`src/rtl/blink_decoder.sv`:
```
// Pin-scan blink code receiver: decodes (col,row) frames from a single blink line.
// Define BLINK_DECODER_SYNC_EN to put a 2-flop synchroniser in front of the sampler.
module blink_decoder #(
  parameter int PRE_MIN   = 8,
  parameter int PULSE_MIN = 4,
  parameter int PULSE_MAX = 12,
  parameter int GAP_MIN   = 24
) (
  input  logic       clk,
  input  logic       reset,
  input  logic       sig,
  output logic [6:0] col,
  output logic [6:0] row,
  output logic       valid,
  output logic       err
);

  localparam int               TOG_W       = $clog2(PRE_MIN + 1);
  localparam logic [TOG_W-1:0] TOG_LAST    = TOG_W'(PRE_MIN - 1);
  localparam logic [TOG_W-1:0] TOG_ONE     = TOG_W'(1);
  localparam logic [6:0]       PULSE_MIN_C = 7'(PULSE_MIN);
  localparam logic [6:0]       PULSE_MAX_C = 7'(PULSE_MAX);
  localparam logic [6:0]       STUCK_C     = 7'(PULSE_MAX + 1);
  localparam logic [6:0]       GAP_MIN_C   = 7'(GAP_MIN);

  typedef enum logic [1:0] {IDLE, PRE, COL, ROW} state_t;

  logic s_src;
`ifdef BLINK_DECODER_SYNC_EN
  logic [1:0] sync_reg;
  always_ff @(posedge clk or posedge reset) begin
    if (reset) sync_reg <= 2'b00;
    else       sync_reg <= {sync_reg[0], sig};
  end
  assign s_src = sync_reg[1];
`else
  assign s_src = sig;
`endif

  logic       s_reg, s_prev_reg;
  logic [6:0] high_run_reg, low_run_reg;
  logic [6:0] high_run_next, low_run_next;
  logic       low_clr;
  logic       toggle, fall;

  assign toggle = s_reg ^ s_prev_reg;
  assign fall   = s_prev_reg & ~s_reg;

  // Run lengths include the current sample of s; each saturates at 127.
  always_comb begin
    high_run_next = 7'd0;
    low_run_next  = 7'd0;
    if (s_reg) high_run_next = (high_run_reg == 7'h7f) ? 7'h7f : high_run_reg + 7'd1;
    else       low_run_next  = (low_run_reg  == 7'h7f) ? 7'h7f : low_run_reg  + 7'd1;
  end

  always_ff @(posedge clk or posedge reset) begin
    if (reset) begin
      s_reg        <= 1'b0;
      s_prev_reg   <= 1'b0;
      high_run_reg <= 7'd0;
      low_run_reg  <= 7'd0;
    end else begin
      s_reg        <= s_src;
      s_prev_reg   <= s_reg;
      high_run_reg <= high_run_next;
      low_run_reg  <= low_clr ? 7'd0 : low_run_next;
    end
  end

  state_t           state_reg, state_next;
  logic [TOG_W-1:0] tog_cnt_reg, tog_cnt_next;
  logic [7:0]       col_cnt_reg, col_cnt_next;
  logic [7:0]       row_cnt_reg, row_cnt_next;
  logic [6:0]       col_reg, col_next;
  logic [6:0]       row_reg, row_next;
  logic             valid_reg, valid_next;
  logic             err_reg, err_next;
  logic             pulse_ok;

  assign pulse_ok = (high_run_reg >= PULSE_MIN_C) && (high_run_reg <= PULSE_MAX_C);

  always_ff @(posedge clk or posedge reset) begin
    if (reset) begin
      state_reg   <= IDLE;
      tog_cnt_reg <= '0;
      col_cnt_reg <= 8'd0;
      row_cnt_reg <= 8'd0;
      col_reg     <= 7'd0;
      row_reg     <= 7'd0;
      valid_reg   <= 1'b0;
      err_reg     <= 1'b0;
    end else begin
      state_reg   <= state_next;
      tog_cnt_reg <= tog_cnt_next;
      col_cnt_reg <= col_cnt_next;
      row_cnt_reg <= row_cnt_next;
      col_reg     <= col_next;
      row_reg     <= row_next;
      valid_reg   <= valid_next;
      err_reg     <= err_next;
    end
  end

  // Bit 7 of a field count is the overflow flag: the count parks at 128 once set,
  // and the frame is only rejected when its trailing gap is seen.
  always_comb begin
    state_next   = state_reg;
    tog_cnt_next = tog_cnt_reg;
    col_cnt_next = col_cnt_reg;
    row_cnt_next = row_cnt_reg;
    col_next     = col_reg;
    row_next     = row_reg;
    valid_next   = 1'b0;
    err_next     = 1'b0;
    low_clr      = 1'b0;
    case (state_reg)
      IDLE: begin
        if (!toggle) begin
          tog_cnt_next = '0;
        end else if (tog_cnt_reg == TOG_LAST) begin
          tog_cnt_next = '0;
          state_next   = PRE;
        end else begin
          tog_cnt_next = tog_cnt_reg + TOG_ONE;
        end
      end
      PRE: begin
        if (!toggle) begin
          state_next   = COL;
          col_cnt_next = 8'd0;
          row_cnt_next = 8'd0;
        end
      end
      COL, ROW: begin
        if (fall) begin
          if (!pulse_ok) begin
            err_next   = 1'b1;
            state_next = IDLE;
          end else if (state_reg == COL) begin
            if (!col_cnt_reg[7]) col_cnt_next = col_cnt_reg + 8'd1;
          end else begin
            if (!row_cnt_reg[7]) row_cnt_next = row_cnt_reg + 8'd1;
          end
        end else if (s_reg && (high_run_next == STUCK_C)) begin
          err_next   = 1'b1;
          state_next = IDLE;
        end else if (!s_reg && (low_run_next == GAP_MIN_C)) begin
          if (state_reg == COL) begin
            // Restart the gap count so the row field needs its own full gap.
            state_next = ROW;
            low_clr    = 1'b1;
          end else if (col_cnt_reg[7] || row_cnt_reg[7]) begin
            err_next   = 1'b1;
            state_next = IDLE;
          end else begin
            col_next   = col_cnt_reg[6:0];
            row_next   = row_cnt_reg[6:0];
            valid_next = 1'b1;
            state_next = IDLE;
          end
        end
      end
      default: state_next = IDLE;
    endcase
  end

  assign col   = col_reg;
  assign row   = row_reg;
  assign valid = valid_reg;
  assign err   = err_reg;

endmodule
```
`config.mk`:
```
export PLATFORM = sky130hd
export DESIGN_NAME = blink_decoder
export DESIGN_NICKNAME = d
export VERILOG_FILES = /design/src/rtl/blink_decoder.sv
export SDC_FILE = /design/constraint.sdc
export NUM_CORES = 1
export LEC_CHECK = 0
export CORE_UTILIZATION = 60
export CTS_BUF_LIST = sky130_fd_sc_hd__clkbuf_8
export DETAILED_ROUTE_END_ITERATION = 10
export PLACE_DENSITY = 0.81
export SETUP_SLACK_MARGIN = 0.3
export SYNTH_ARGS = -nofsm -noshare
export SYNTH_HDL_FRONTEND = slang
export SYNTH_SLANG_ARGS = --single-unit
```
`constraint.sdc`:
```
create_clock -name clk -period 2.9 [get_ports clk]
set_input_delay 0.725 -clock clk [delete_from_list [all_inputs] [get_ports clk]]
set_output_delay 0.725 -clock clk [all_outputs]
set_load 0.005 [all_outputs]
```
# Word level (Yosys, flattened, before mapping)
# Index checks and enable logic that the tools add are counted.
dict set report classes {
  n_addsub 5
  n_lt_le_gt_ge 2
  eq_ne 19
  muxes 45
  bitwise 7
  n_reduce_logical 14
}
# cell n
set op_table {}
lappend op_table {{8-bit two-way mux} 9}
lappend op_table {{7-bit two-way mux} 5}
lappend op_table {{8-bit case mux with 2 select lines} 2}
lappend op_table {{1-bit two-way mux} 18}
lappend op_table {{2-bit != test, second input constant} 9}
lappend op_table {{6-bit AND reduction} 3}
lappend op_table {{8-bit by 1-bit adder with 8-bit output, second input constant} 2}
lappend op_table {{2-bit two-way mux} 8}
lappend op_table {{5-bit AND reduction} 3}
lappend op_table {{7-bit by 1-bit adder with 7-bit output, second input constant} 2}
lappend op_table {{7-bit == test, second input constant} 2}
lappend op_table {{4-bit two-way mux} 2}
lappend op_table {{7-bit by 4-bit == test with 1-bit output, second input constant} 1}
lappend op_table {{7-bit by 5-bit == test with 1-bit output, second input constant} 1}
lappend op_table {{7-bit by 3-bit greater-or-equal comparator with 1-bit output, second input constant} 1}
lappend op_table {{7-bit by 4-bit <= comparator with 1-bit output, second input constant} 1}
lappend op_table {{2-bit case mux with 3 select lines} 1}
lappend op_table {{1-bit NOT} 5}
lappend op_table {{4-bit by 1-bit adder with 4-bit output, second input constant} 1}
lappend op_table {{2-bit == test, second input constant} 2}
lappend op_table {{4-bit by 3-bit == test with 1-bit output, second input constant} 1}
lappend op_table {{4-bit != test, second input constant} 1}
lappend op_table {{1-bit logical AND} 3}
lappend op_table {{3-bit != test, second input constant} 1}
lappend op_table {{8 further kinds} 8}
dict set report word_totals {
  reg_bits 54
  input_bits 3
}

# Depth between registers and ports, before layout
# Gate-level depths: netlist (run 1).
dict set report depth {
  word_depth 10
  depth_mapped 9
  ltp_nobuf 8
}

# Least setup slack after synthesis (run 1)
# Ideal clock, no wire load.
dict set report synth_path {
  path_kind {reg2reg}
  startpoint {register low_run_reg[0]}
  endpoint {register col_reg[1] (netlist: col[1])}
  setup_ps 125
  arrival_ps 2494
  t_required_ps 2775
  path_slack_ps 281
  path_stages_with_launch 10
  path_buffers 2
  path_cell_list {dfrtp_1 -> ha_1 -> or3b_4 -> a2111oi_4 -> o2111ai_2 -> nor2_2 -> and4_1 -> buf_6 -> buf_12 -> mux2_4}
}
dict set report synth_between {
  elab_chain_cells 6
  elab_cells_between_ends 7
  cone_classes {1 x add/sub; 2 x eq/ne; 2 x mux; 2 x reduce/logical}
}
# item line
set synth_rtl {}
lappend synth_rtl {{start, declared} 41} ;# logic [6:0] high_run_reg, low_run_reg;
lappend synth_rtl {{start signal, assigned} 67} ;# low_run_reg <= low_clr ? 7'd0 : low_run_next;
lappend synth_rtl {{7-bit by 1-bit adder with 7-bit output or 7-bit == test (tied branches)} 54} ;# else low_run_next = (low_run_reg == 7'h7f) ? 7'h7f : low_run_reg + 7'd1;
lappend synth_rtl {{7-bit two-way mux (*)} 54}
lappend synth_rtl {{7-bit two-way mux (*)} 53} ;# if (s_reg) high_run_next = (high_run_reg == 7'h7f) ? 7'h7f : high_run_reg + 7'd1;
lappend synth_rtl {{7-bit by 5-bit == test with 1-bit output (*)} 148} ;# end else if (!s_reg && (low_run_next == GAP_MIN_C)) begin
lappend synth_rtl {{1-bit logical AND (*)} 148}
lappend synth_rtl {{6-bit AND reduction (no source line) (*)} --}
lappend synth_rtl {{end signal, assigned} 98} ;# col_reg <= col_next;
lappend synth_rtl {{end, declared} 75} ;# logic [6:0] col_reg, col_next;
# Every way passes the cells marked *; elsewhere a longest branch is shown, timed or not.
# A chain may end at the register's enable or synchronous reset.

# Final worst setup path (run 1)
dict set report layout_path {
  startpoint {register low_run_reg[1]}
  endpoint {register col_reg[0] (netlist: col[0])}
}
# The elaborated chain is that of the path after synthesis.

==> metrics.md, run 1 <==
| Metric | Value |
|---|---|
| Status | `finished clean` |
| #FFs+latches synth | `54` |
| Total track usage | `0.245` |
| Pin count of the biggest net entering global routing | `55` |
| DP HPWL | `3.91 mm` |
| Horiz. Die Dim | `70.8 um` |
| Final instance area | `3210 um^2` |
| Final cycle utilization of the critical path | `0.863` |
| TritonCTS clock tree | `done` |
| Hold slack | `507 ps` |
| Synthesized-area fraction occupied by adder cells | `0.0484` |
| Max Slew Vio Count | `0` |
| Clock Power Share | `0.251` |
| Worst Path Required | `3100 ps` |
| Busiest metal layer after global routing | `met2` |
| Clock sink count | `54` |
| Synth Flop Type | `dfrtp_1` |
| Syn-to-layout area delta | `13.0%` |
| Layout cells sized above 1 | `0.143` |
| Total iterations of the first detailed-routing run | `6` |
| Slew margin rel. | `0.561` |
| Multi-input logic area | `1410 um^2` |
| Xor and xnor area share after synthesis | `0.0308` |
| EDFF count, synth | `0` |
| Synth area leaders | `dfrtp_1, mux2_4, ha_1` |
| DRC violations left | `0` |
| Synth area leader | `dfrtp_1` |
| Fillcell total | `321` |
| Grt met3 use | `0.0456` |
| Syn nets | `288` |
| Initial Utilization | `0.640` |
| Final Net Count | `314` |
| Synth top area share | `0.475` |
| Leakage power | `1.41 nW` |
| Max-cap violation count | `0` |
| Distinct cell type count after synthesis | `50` |
| Peak VDD IR | `0.000449 V` |
| Mux cell area share after synthesis | `0.0792` |
| Seq/Total Area, Yosys | `0.475` |
| Simple-gate share of the synthesized area | `0.194` |
| Combinational family with the most area after synthesis | `simple AND/OR/NAND/NOR gates` |
| CP arrival | `2700 ps` |
| Post-synth ARST share | `1.00` |
| Antenna violations before repair | `0` |
| CP Class | `reg -> reg` |
| First-pass GRT wire length | `9.53 mm` |
| Port Buf Inserts | `18` |
| Pwr/cell area | `582 nW/um^2` |
| GRT Residual Overflow | `0` |
| Area fraction in compound gates after synthesis | `0.142` |
| Top-count cell post-synth | `dfrtp_1` |
| Commonest cells post-synth | `dfrtp_1, nor2_1, o21ai_0` |
| Hold/Removal Path Class | `reg -> reg` |
| ANT cells | `0` |
| Num CTS Buffers | `5` |
| Switching fraction of total power | `0.345` |
| Syn. warnings | `0` |
| Cell Area, Synth | `2840 um^2` |
| Critical path fanouts, max | `14` |
| Vias in the first global route | `2023` |
| Final hold vios | `0` |
| Sequential cell area | `1350 um^2` |
| Initial drt markers | `121` |
| Setup violations, final | `0` |
| Worst-path clk slew | `100 ps` |
| Wire per inst | `15.9 um` |
| Vias/cell | `6.12` |
| Max clock buf depth | `2` |
| Combinational share of power | `0.294` |
| Mapped Avg Cell Area | `10.4 um^2` |
| Final setup skew | `8.43 ps` |
| # IOs | `19` |
| Sequential power share | `0.455` |
| Core Box Area | `4440 um^2` |
| Clk root buf | `clkbuf_8` |
| Final TNS setup | `0 ps` |
| Std-Cell Rows | `24` |
| Area after DPL | `3090 um^2` |
| Pint | `0.00123 W` |
| Final wirelength | `5.60 mm` |
| H-tree depth | `2` |
| Die Area | `5020 um^2` |
| Worst-Margin Slew | `659 ps` |
| Peak Freq | `400 MHz` |
| Unrepaired setup endpoints after global routing | `no` |
| Clock insertion delay at the later pin of the skew report | `310 ps` |
| Sw Pwr | `0.000646 W` |
| CP startpoint kind | `flop` |
| Met2 GRT Util | `0.389` |
| Antenna-violating nets left | `0` |
| Time the worst path needs with I/O delays and setup | `2500 ps` |
| GP Congestion | `0.821` |
| Via count | `2160` |
| Crit end category | `flop` |
| Die H | `70.8 um` |
| Cells after Synth | `274` |
| Met1 usage | `0.342` |
==> cells in the final DEF, fill, tap and decap left out, drive strengths merged, types with 2 or more instances in the layout <==
cell and n:
a31oi 4, buf 7, o21ai 27, xor2 5
nand2 23, mux2 14, clkbuf 7, xnor2 5
ha 11, nand2b 9, nor3 4, nor2b 3
a22o 2, a211oi 2, and4 4, a41oi 2
clkdlybuf4s50 18, mux2i 3, nand4 4, and2 2
inv 8, o211ai 3, nand3 10, nor2 29
and4b 3, dfrtp 54, or3 4, and3 5
clkinv 2, a21oi 10, or2 2
==> logic make-up (layout without fill, tap and decap cells) <==
| logic type | after synthesis | in the layout |
|---|---|---|
| xor+xnor | 10 | 10 |
| flops | 54 | 54 |
| mux | 17 | 17 |
| buf+inv | 15 | 42 |
| fa+ha+maj | 11 | 11 |
| compound gates | 61 | 61 |
| simple gates | 106 | 106 |
==> layer usage <==
metal,share of wire,vias to the layer above
li1,-,1031
met1,0.48,1062
met2,0.46,53
met3,0.037,14
met4,0.021,0
met5,0,-
==> path summary, 6_finish.rpt <==
path | depth (start not counted) | slack (ps) | end | from
worst max-delay path | 8 | 400 | col[0] | low_run_reg[1]
worst min-delay path | 1 | 510 | tog_cnt_reg[0] | tog_cnt_reg[0]
worst max register to register | 8 | 400 | col[0] | low_run_reg[1]
worst min register to register | 1 | 510 | tog_cnt_reg[0] | tog_cnt_reg[0]
max in group asynchronous | 3 | 1520 | s_reg | reset
min in group asynchronous | 3 | 910 | row_cnt_reg[3] | reset
==> layout make-up <==
class | instances | area share
Multi-Input combinational cell | 205 | 0.439
Sequential cell | 54 | 0.421
Timing Repair Buffer | 25 | 0.0763
Clock buffer | 7 | 0.0300
Tap cell | 52 | 0.0202
Inverter | 9 | 0.0105
Clock inverter | 1 | 0.00273
==> metrics by stage <==
step / power [W] / util / worst slack, ps / instances
2_1_floorplan: 0.00127 / - / 388 / 274
3_3_place_gp: 0.00138 / 0.694 / 307 / 343
3_5_place_dp: 0.00140 / 0.694 / 251 / 343
4_1_cts: 0.00187 / 0.720 / 344 / 352
5_1_grt: 0.00198 / 0.723 / 294 / 353
6_report: 0.00187 / 0.723 / 397 / 353
==> worst max-delay path: stages, from the launching register on <==
cell	delay [ps]
dfrtp_2	430
ha_2	290
or3b_4	380
a2111oi_4	200
o2111ai_2	200
nor2_2	150
and4_4	240
buf_12	160
mux2_2	340
==> what timing repair did <==
| action | CTS | global route |
|---|---|---|
| hold buffers | 0 | 0 |
| endpoints found under the setup margin | 14 | 17 |
| pin swaps | 1 | 2 |
| resized for setup | 1 | 3 |
| setup buffers | 1 | 1 |
==> power by group through the flow <==
stage / Clock, W / Combinational (W) / Sequential, W
after floorplan: 0 / 0.000413 / 0.000853
after global placement: 0 / 0.000517 / 0.000863
after detailed placement: 0 / 0.000536 / 0.000867
after CTS: 0.000472 / 0.000545 / 0.000852
after global routing: 0.000503 / 0.000616 / 0.000862
final: 0.000469 / 0.000550 / 0.000852
Note: power is estimated with default switching activity, not from simulation.
==> run 2, diff against run 1 <==
- SLEW_MARGIN: not set -> 20
==> results of run 2 <==
Same layout as run 1: the final DEF is identical, and so are final timing and power.
==> run 3, diff against run 2 <==
- CORE_ASPECT_RATIO: not set -> 1.4
- CORE_UTILIZATION: 60 -> 40
- PLACE_DENSITY: 0.81 -> not set
==> run 3 against run 2 <==
  * First-iteration DRC count rose by 40%
  * Clock skew fell by 2.2 ps
  * Maximum frequency fell by 0.61%
  * Non-clock buffer count rose by 3
  * Via count fell by 3.1%
  * Largest cell class unchanged
==> metrics.md, run 3 (same netlist as run 1, synthesis figures left out) <==
| Metric | Value |
|---|---|
| Status | `finished clean` |
| Unrepaired setup endpoints after global routing | `no` |
| Total iterations of the first detailed-routing run | `4 (-2)` |
| Worst-Margin Slew | `514 ps (-145 ps)` |
| Hold slack | `510 ps (+2.64 ps)` |
| GRT Residual Overflow | `0 (unchanged)` |
| Final instance area | `3300 um^2 (+2.8%)` |
| Max-cap violation count | `0 (unchanged)` |
| Std-Cell Rows | `36 (+50%)` |
| Worst Reg2Reg Path Length in Cells | `8 (unchanged)` |
| CP Class | `reg -> reg` |
| Critical path fanouts, max | `7 (-7)` |
| DRC violations left | `0 (unchanged)` |
| Worst Path Required | `3100 ps (about the same)` |
| Final hold vios | `0 (unchanged)` |
| H-tree depth | `2 (unchanged)` |
| Hold/Removal Path Class | `reg -> reg` |
| TritonCTS clock tree | `done` |
| CP arrival | `2720 ps (+20 ps)` |
| Clk root buf | `clkbuf_8` |
| First-pass GRT wire length | `9.23 mm (-3.2%)` |
| Num CTS Buffers | `5 (unchanged)` |
| CP startpoint kind | `flop` |
| Time the worst path needs with I/O delays and setup | `2520 ps (+15.5 ps)` |
| Setup violations, final | `0 (unchanged)` |
| Vias in the first global route | `1997 (-1.3%)` |
| # IOs | `19 (unchanged)` |
| Leakage power | `1.43 nW (+1.3%)` |
| Final setup skew | `6.21 ps (-2.22 ps)` |
| Clock insertion delay at the later pin of the skew report | `310 ps (about the same)` |
| WHS Path Cells | `1 (unchanged)` |
| Core Box Area | `6940 um^2 (+56%)` |
| Die H | `102 um (+44%)` |
| Vias/cell | `5.25 (-14%)` |
| Peak VDD IR | `0.000226 V (-50%)` |
| Final TNS setup | `0 ps (unchanged)` |
| R2R Setup Slk | `380 ps (-20 ps)` |
| Peak Freq | `397 MHz (-0.61%)` |
| Max Slew Vio Count | `0 (unchanged)` |
| Total track usage | `0.160 (-0.0849)` |
| Final Net Count | `317 (+0.96%)` |
| DP HPWL | `3.95 mm (+1.1%)` |
| Layout cells sized above 1 | `0.148 (+0.00517)` |
| Final cell count without fillers | `399 (+13%)` |
| Reg2reg start | `low_run_reg[1]` |
| Via count | `2094 (-3.1%)` |
| Clock sink count | `54 (unchanged)` |
| Reg2reg end | `col[5]` |
| Final cycle utilization of the critical path | `0.868 (+0.00534)` |
| Worst-path clk slew | `90 ps (about the same)` |
| DP Cell Count | `387 (+13%)` |
| Commonest non-fill, non-tap cells in the layout | `dfrtp_1, nor2_1, o21ai_0, nand2_1, clkdlybuf4s50_1` |
| GP Congestion | `0.841 (+2.4%)` |
| Pwr/cell area | `556 nW/um^2 (-4.6%)` |
| Horiz. Die Dim | `73.3 um (+3.4%)` |
| Wire per inst | `13.7 um (-13%)` |
| Initial Utilization | `0.410 (-0.230)` |
| Slew margin rel. | `0.656 (+0.0956)` |
| Syn-to-layout area delta | `16.1%` |
| ANT cells | `0 (unchanged)` |
| Antenna violations before repair | `0 (unchanged)` |
| Hold EP | `col[0]` |
| Most common cell after layout, fill and taps aside | `dfrtp_1` |
| Hold_sp | `col[0]` |
| Port Buf Inserts | `18 (unchanged)` |
| Antenna-violating nets left | `0 (unchanged)` |
| Pin count of the biggest net entering global routing | `23 (-58%)` |
| Initial drt markers | `170 (+40%)` |
| Crit end category | `flop` |
| Area after DPL | `3150 um^2 (+2.0%)` |
| Die Area | `7460 um^2 (+49%)` |
| Final Util | `0.476 (-0.247)` |
| Max clock buf depth | `2 (unchanged)` |
| Final wirelength | `5.48 mm (-2.1%)` |
-- run 3: layer usage --
| layer | part of all wire | global-route usage |
|---|---|---|
| met1 | 0.44 | 0.192 |
| met2 | 0.52 | 0.279 |
| met3 | 0.022 | 0.0328 |
| met4 | 0.013 | 0.0573 |
| met5 | 0 | 0 |
-- run 3: what timing repair did --
item                                    CTS  global route
hold buffers                              0             0
cloned                                    0             1
setup buffers                             1             2
hold endpoints to repair                  0             0
endpoints found under the setup margin   14            15
pin swaps                                 1             2
resized for setup                         2             3
-- run 3: power by group --
group | internal (W) | switching, W | total (W)
sequential | 0.000802 | 0.0000496 | 0.000852
combinational | 0.000217 | 0.000336 | 0.000553
clock | 0.000190 | 0.000241 | 0.000431
-- run 3: how the worst max path moves through the flow --
stage | depth (start not counted) | start | slack (ps) | to
6_report | 8 | low_run_reg[1] | 380 | col[5]
5_1_grt | 8 | low_run_reg[1] | 290 | col[1]
4_1_cts | 8 | low_run_reg[1] | 330 | row[5]
3_5_place_dp | 8 | low_run_reg[0] | 190 | row[5]
3_3_place_gp | 8 | low_run_reg[0] | 280 | col[6]
2_1_floorplan | 9 | low_run_reg[0] | 390 | col[1]
-- run 3: critical path: stages (launching register included) --
cell       delay (ps)
dfrtp_1           460
ha_4              270
or3b_4            380
a2111oi_4         210
o2111ai_2         200
nor2_2            150
and4_4            280
clkbuf_16         180
mux2_4            290
-- run 3: metrics by stage --
stage	setup slack (ps)	total power, W
floorplan	388	0.00127
CTS	334	0.00184
finish	382	0.00184
detailed placement	186	0.00141
global placement	283	0.00141
global route	292	0.00197
-- run 3: cell type report --
type	instances	area, um^2
clock buffers	6	82.6
clock inverters	2	8.76
fillers	682	3630
inverters	9	33.8
multi-input cells	205	1420
flip-flops and latches	54	1350
well taps	95	119
repair buffers	28	285
